## config.mk

```make
export PLATFORM = sky130hd
export DESIGN_NAME = serial_addsub
export DESIGN_NICKNAME = d
export VERILOG_FILES = /design/src/rtl/addsub_pkg.sv /design/src/rtl/addsub_digit.sv /design/src/rtl/serial_addsub.sv
export SDC_FILE = /design/constraint.sdc
export NUM_CORES = 1
export LEC_CHECK = 0
export CAP_MARGIN = 20
export CELL_PAD_IN_SITES_DETAIL_PLACEMENT = 0
export CELL_PAD_IN_SITES_GLOBAL_PLACEMENT = 2
export CORE_MARGIN = 2
export CORE_UTILIZATION = 32
export DETAILED_ROUTE_END_ITERATION = 16
export PLACE_DENSITY_LB_ADDON = 0.25
export SLEW_MARGIN = 20
export SYNTH_ARGS = -nofsm -noshare
export SYNTH_HDL_FRONTEND = slang
export SYNTH_HIERARCHICAL = 1
export SYNTH_SLANG_ARGS = --single-unit
```

## constraint.sdc

```tcl
create_clock -name clk -period 2.68 [get_ports clk]
set_clock_uncertainty 0.15 [all_clocks]
set_input_delay 0.402 -clock clk [delete_from_list [all_inputs] [get_ports clk]]
set_output_delay 0.402 -clock clk [all_outputs]
set_load 0.05 [all_outputs]
```

## src/rtl/addsub_pkg.sv

```systemverilog
// addsub_pkg: shared FSM state encoding and op constants for serial_addsub.
package addsub_pkg;
   typedef enum logic [1:0] {IDLE, BUSY, DONE} state_t;
   localparam logic OP_ADD = 1'b0;
   localparam logic OP_SUB = 1'b1;
endpackage

```

## src/rtl/addsub_digit.sv

```systemverilog
// addsub_digit: combinational DIGIT-wide ripple add (sub=0) or borrow-subtract (sub=1) slice.
module addsub_digit #(
   parameter int DIGIT = 2
) (
   input  logic [DIGIT-1:0] x,
   input  logic [DIGIT-1:0] y,
   input  logic             cin,
   input  logic             sub,
   output logic [DIGIT-1:0] s,
   output logic             cout
);
   logic cc;
   always_comb begin
      cc = cin;
      s = '0;
      for (int i = 0; i < DIGIT; i++) begin
         s[i] = x[i] ^ y[i] ^ cc;
         cc = sub ? ((~x[i] & y[i]) | (~(x[i] ^ y[i]) & cc))
                  : ((x[i] & y[i]) | ((x[i] ^ y[i]) & cc));
      end
      cout = cc;
   end
endmodule

```

## src/rtl/serial_addsub.sv

```systemverilog
// serial_addsub: digit-serial add/subtract with valid/ready handshakes.
// Define SERIAL_ADDSUB_SAT_EN for unsigned saturation of the low result bits.
module serial_addsub
   import addsub_pkg::*;
#(
   parameter int WIDTH = 8,
   parameter int DIGIT = 2
) (
   input  logic             clk,
   input  logic             rst,
   input  logic             in_valid,
   output logic             in_ready,
   input  logic [WIDTH-1:0] a,
   input  logic [WIDTH-1:0] b,
   input  logic             op,
   output logic             out_valid,
   input  logic             out_ready,
   output logic [WIDTH:0]   result,
   output logic             ovf
);
   localparam int N = WIDTH / DIGIT;
   localparam int CW = N > 1 ? $clog2(N) : 1;
   state_t state, nxt;
   logic [WIDTH-1:0] a_r, b_r, lo, lo_nx, fin_lo;
   logic [WIDTH+DIGIT-1:0] sh;
   logic [DIGIT-1:0] s;
   logic [CW-1:0] cnt;
   logic op_r, c, cout, sa, sb, cf, live, accept;
   addsub_digit #(.DIGIT(DIGIT)) u_digit (
      .x(a_r[DIGIT-1:0]), .y(b_r[DIGIT-1:0]), .cin(c), .sub(op_r), .s(s), .cout(cout)
   );
   // live holds in_ready low until the first edge after reset release
   assign in_ready = state == IDLE && live;
   assign out_valid = state == DONE;
   assign accept = in_valid && in_ready;
   assign result = {cf, lo};
   assign sh = {s, lo};
   assign lo_nx = sh[WIDTH+DIGIT-1:DIGIT];
`ifdef SERIAL_ADDSUB_SAT_EN
   assign fin_lo = cout ? {WIDTH{op_r == OP_ADD}} : lo_nx;
`else
   assign fin_lo = lo_nx;
`endif
   always_comb begin
      nxt = (state == IDLE && accept) ? BUSY :
            (state == BUSY && cnt == '0) ? DONE :
            (state == DONE && out_ready) ? IDLE : state;
   end
   always_ff @(posedge clk or posedge rst) begin
      if (rst) state <= IDLE;
      else state <= nxt;
   end
   always_ff @(posedge clk or posedge rst) begin
      if (rst) begin
         live <= 1'b0;
         a_r <= '0;
         b_r <= '0;
         op_r <= OP_ADD;
         c <= 1'b0;
         cnt <= '0;
         sa <= 1'b0;
         sb <= 1'b0;
         lo <= '0;
         cf <= 1'b0;
         ovf <= 1'b0;
      end else begin
         live <= 1'b1;
         if (accept) begin
            a_r <= a;
            b_r <= b;
            op_r <= op;
            c <= 1'b0;
            cnt <= CW'(N - 1);
            sa <= a[WIDTH-1];
            sb <= b[WIDTH-1];
         end else if (state == BUSY) begin
            a_r <= a_r >> DIGIT;
            b_r <= b_r >> DIGIT;
            c <= cout;
            cnt <= cnt - 1'b1;
            lo <= cnt == '0 ? fin_lo : lo_nx;
            if (cnt == '0) begin
               cf <= cout;
               // subtract flips the effective sign of b
               ovf <= (sa == (sb ^ op_r)) && (s[DIGIT-1] != sa);
            end
         end
      end
   end
endmodule
```

# ---- After elaboration in Yosys (flattened, before gate mapping)
# Cells that the tools add are included.
# W data, S select, Z words.
dict set report classes {
  add_sub_neg 1
  n_eq_ne 4
  muxes 13
  n_bitwise 22
  reduce_logical 12
}
# operator count
set op_table {}
lappend op_table {{$mux W8} 4}
lappend op_table {{$mux W2} 5}
lappend op_table {{$and A1 B1 Y1} 8}
lappend op_table {{$logic_and A1 B1 Y1} 6}
lappend op_table {{$not A1 Y1} 5}
lappend op_table {{$xor A1 B1 Y1} 5}
lappend op_table {{$logic_not A2 Y1} 2}
lappend op_table {{$mux W1} 4}
lappend op_table {{$or A1 B1 Y1} 4}
lappend op_table {{$reduce_and A3 Y1} 1}
lappend op_table {{$reduce_bool A3 Y1} 1}
lappend op_table {{$eq A2 B1 Y1 const B} 1}
lappend op_table {{$eq A2 B2 Y1 const B} 1}
lappend op_table {{$reduce_and A2 Y1} 1}
lappend op_table {{$reduce_bool A2 Y1} 1}
lappend op_table {{$sub A2 B1 Y2 const B} 1}
lappend op_table {{$eq A1 B1 Y1} 1}
lappend op_table {{$ne A1 B1 Y1} 1}
dict set report totals {
  ff_bits 35
  in_bits 21
  output_inout_bits 12
  wordCells 64
}

# ---- Longest topological paths before layout
dict set report depth {
  depth_word 10
  depth_mapped 8
  depth_no_buf 8
}

# ---- Modules after synthesis
# Netlist, hierarchy kept.
# module instances cells_each area_each_um2
set by_module_without_submodules {}
lappend by_module_without_submodules {serial_addsub 1 145 1552.7}
lappend by_module_without_submodules {addsub_digit 1 13 126.4}

# ---- Worst setup path before layout
# Ideal clock, no wire load.
dict set report synth_path {
  kind {register to register}
  startpoint {register b_r[0]}
  endpoint {register ovf}
  arrival_time_ps 1905
  t_required_ps 2405
  setup_slack_ps 500
  stages_incl_launch_ff 9
  synth_period_minus_slack_ps 2180
  cell_sequence {dfrtp_1 > inv_1 > fa_1 > inv_1 > mux2i_1 > fa_1 > nand2b_1 > mux2i_1 > mux2_4}
}
dict set report synth_via {
  elab_chain_cells 8
  elab_cells_between_ends 12
  cone_classes {eq/ne: 1; mux: 1; bitwise: 9; reduce/logical: 1}
}
# item line_no
set synth_lines {}
lappend synth_lines {{start: declaration} serial_addsub.sv:24} ;# logic [WIDTH-1:0] a_r, b_r, lo, lo_nx, fin_lo;
lappend synth_lines {{start signal: assignment} serial_addsub.sv:78} ;# b_r <= b_r >> DIGIT;
lappend synth_lines {{$xor A1 B1 Y1} {addsub_digit.sv:18, addsub_digit.sv:19}}
lappend synth_lines {{$not A1 Y1} addsub_digit.sv:18} ;# cc = sub ? ((~x[i] & y[i]) | (~(x[i] ^ y[i]) & cc))
lappend synth_lines {{$and A1 B1 Y1} addsub_digit.sv:18}
lappend synth_lines {{$or A1 B1 Y1} addsub_digit.sv:18}
lappend synth_lines {{$mux W1 (*)} addsub_digit.sv:18}
lappend synth_lines {{$xor A1 B1 Y1 (*)} addsub_digit.sv:17} ;# s[i] = x[i] ^ y[i] ^ cc;
lappend synth_lines {{net s[1]} serial_addsub.sv:26} ;# logic [DIGIT-1:0] s;
lappend synth_lines {{$ne A1 B1 Y1 (*)} serial_addsub.sv:85} ;# ovf <= (sa == (sb ^ op_r)) && (s[DIGIT-1] != sa);
lappend synth_lines {{$logic_and A1 B1 Y1 (*)} serial_addsub.sv:85}
lappend synth_lines {{end signal: assignment} serial_addsub.sv:85}
lappend synth_lines {{end: declaration} serial_addsub.sv:19} ;# output logic ovf
# The timed path passes the listed nets; every way through them passes the cells marked *.
# A chain may end at the register's enable or synchronous reset.

# ---- Final worst setup path
dict set report layout_path {
  startpoint {register state[0]}
  endpoint {output in_ready}
}
dict set report layout_via {
  elab_chain_cells 2
}
# item line_no
set layout_lines {}
lappend layout_lines {{start: declaration} serial_addsub.sv:23} ;# state_t state, nxt;
lappend layout_lines {{start signal: assignment} serial_addsub.sv:51} ;# else state <= nxt;
lappend layout_lines {{$logic_not A2 Y1} serial_addsub.sv:33} ;# assign in_ready = state == IDLE && live;
lappend layout_lines {{$logic_and A1 B1 Y1} serial_addsub.sv:33}
lappend layout_lines {{end: declaration} serial_addsub.sv:12} ;# output logic in_ready,
# No other way between the ends.

==> impl_metrics.ini <==
[clock_network]
numCtsBuffers = 5
insertion_delay_ns = 0.28
path_clk_slew_ns = 0.07
htreeDepth = 2
root_buffer = clkbuf_8
cts_buffer_depth = 2
hold_buffers = 0
clock_sinks = 35
cts_tree = done
post_cts_buffers = 0
cts_resized = 0

[routing]
initialDrtViolationCount = 35
wl_per_cell_um = 11.86
drc = 0
drt-pass1-iter-count = 4
vias_per_cell = 4.319
ant_nets = 0
via_count = 1136
wl_um = 3120

[floorplan]
io_pins = 33
core_area_um2 = 5075
dieArea_um2 = 5842
rows = 26
fp.dieH_um = 76.44
chipWidth_um = 76.44
initial_core_util_pct = 33.09

[grt]
use_met2_pct = 19.65
antenna_found_initial = 0
grt_pass1_wl_um = 5409
track_usage_pct = 11.97
grt_busiest_layer = met2
grt_pass1_vias = 1175
met3_usage_pct = 4.384
met1_usage_pct = 14.19
grt_max_degree = 36
grt_overflow = 0

[logic_synthesis]
ys_seq_area_share_pct = 52.16
syn_nets = 184
synthFlopType = dfrtp_1
synth_edf_count = 0
syn_inst = 158
synth_cell_types = 26
avgSynthCellArea_um2 = 10.63
netlist.top_cell.by_area = dfrtp_1
synth_xor_area_share_pct = 0.5216
ys_top_cells_by_count = nand2_1, dfrtp_1, mux2i_1, inv_1, o21ai_0
synth_area_um2 = 1679
synthTopCellsByArea = dfrtp_1, nand2_1, mux2i_1
ys_warn_count = 6
async_flop_share_pct = 100.0
ys_ff_latch = 35
synthMuxAreaShare_pct = 13.41
synth_compound_area_share_pct = 7.079
synth_most_common_cell = nand2_1
post_synth_fa_ha_maj_area_fraction_pct = 5.514
netlist.area_leader.share_pct = 52.16
synth_top_family_by_area = simple AND/OR/NAND/NOR gates
synthSimpleGateAreaFrac_pct = 14.31

[cells_and_area]
n_antenna_cell = 0
nFillCells = 506
syn2layout_area_growth_pct = 27.72
drive_above_1_share_pct = 8.808
nNetsFinal = 218

[sta]
period_share_pct = 86.56
rsz0062_at_grt = false
finalSetupTns_ns = 0
setup_violations = 0
timing.final.ws_setup_ns = 0.3603
finalCriticalPeriod_ns = 2.320
worstMarginPinSlew_ns = 0.9616
fmax_mhz = 431.1
max-slew-margin-rel_pct = 35.89
hold_violations = 0
finalMaxSlewViolations = 0

[setup_path]
critPathMaxFanout = 8
crit_path_end_kind = output port
startpoint_type = flop
worstSetupPathType = flop to output port
worst_ep_arrival_time_ns = 1.77
required_ns = 2.13

[pwr]
p_sw_share_pct = 40.85
p_sw_uw = 1035
clockPowerShare_pct = 16.4
p_int_uw = 1498
p_seq_share_pct = 35.6
p_comb_share_pct = 48.1
p_per_area_nw_per_um2 = 1181
p_leak_uw = 0.001020
ir_drop_mv = 0.3582

[outcome]
outcome = complete, no violations

[placement]
port_buffers = 32
gp_congestion = 0.6997
hpwl_um = 2181
dpl_worst_slack_ns = 0.3991

[flow_run]
maxCapViolations = 0

[min_path]
holdCritPathClass = flop to flop
## layer usage
metal | part of all wire [%] | up-vias
li1 | - | 570
met1 | 45 | 534
met2 | 49 | 27
met3 | 5.2 | 5
met4 | 1.3 | 0
met5 | 0 | -
## worst max-delay path: stages (launching register included)
cell and delay, ns:
dfrtp_1 0.45, nor3b_1 0.20, clkdlybuf4s50_1 0.84
## power groups by stage
stage	sequential (uW)	combinational [uW]	clock, uW
floorplan	1070	780	0
global placement	901	1210	0
detailed placement	915	1230	0
CTS	906	1240	434
global route	934	1350	454
finish	900	1220	415
## cell families after synthesis
kind of cell               count (synthesis)
AOI/OAI and AO/OA                         21
and+or+nand+nor                           55
muxes                                     20
xor gates and xnor gates                   1
DFF                                       35
buffers and inverters                     20
other                                      1
adders and majority gates                  5
## cell usage in the layout (no fill, tap or decap), drive strengths merged, types with 3 or more instances in the layout
master / n
fa: 4
a21oi: 3
clkbuf: 8
buf: 4
mux2i: 15
inv: 11
mux2: 5
nand2b: 3
o21ai: 14
clkdlybuf4s50: 32
nand2: 45
dfrtp: 35
## final timing paths
check | cells after the start | slack [ns] | to | startpoint
max in group asynchronous | 3 | 1.70 | b_r[5]$_DFFE_PP0P_ | rst
max reg2reg | 8 | 0.39 | ovf$_DFFE_PP0P_ | b_r[0]$_DFFE_PP0P_
min reg2reg | 2 | 0.32 | lo[0]$_DFFE_PP0P_ | lo[0]$_DFFE_PP0P_
max | 2 | 0.36 | in_ready | state[0]$_DFFE_PP0P_
min in group asynchronous | 3 | 0.37 | state[1]$_DFFE_PP0P_ | rst
min | 2 | 0.32 | lo[0]$_DFFE_PP0P_ | lo[0]$_DFFE_PP0P_
## layout make-up
| cell class | count | area, um2 | share of cell area, % |
|---|---|---|---|
| Multi-Input combinational cell | 103 | 689.4 | 32.15 |
| Timing Repair Buffer | 36 | 350.3 | 16.34 |
| Tap cell | 70 | 87.58 | 4.084 |
| Sequential cell | 35 | 875.8 | 40.84 |
| Inverter | 11 | 41.29 | 1.925 |
| Clock buffer | 8 | 100.1 | 4.667 |
## flip-flops by register name (all words and copies together) (netlist names)
| register | cells |
|---|---|
| cf | 1 |
| sa | 1 |
| lo | 8 |
| op_r | 1 |
| b_r | 8 |
| a_r | 8 |
| c | 1 |
| ovf | 1 |
| sb | 1 |
| live | 1 |
| state | 2 |
| cnt | 2 |
## stage by stage
| stage | cells | power (uW) | utilization, % | instance area [um2] | hold slack, ns |
|---|---|---|---|---|---|
| after global routing | 263 | 2735 | 42.26 | 2145 | 0.3715 |
| final | 263 | 2533 | 42.26 | 2145 | 0.3227 |
| after CTS | 263 | 2575 | 42.26 | 2145 | 0.3319 |
| after floorplan | 158 | 1846 | - | 1679 | 0.3088 |
| after detailed placement | 255 | 2149 | 40.29 | 2044 | 0.3144 |
| after global placement | 255 | 2108 | 40.29 | 2044 | 0.3066 |
Note: power is estimated with default switching activity, not from simulation.
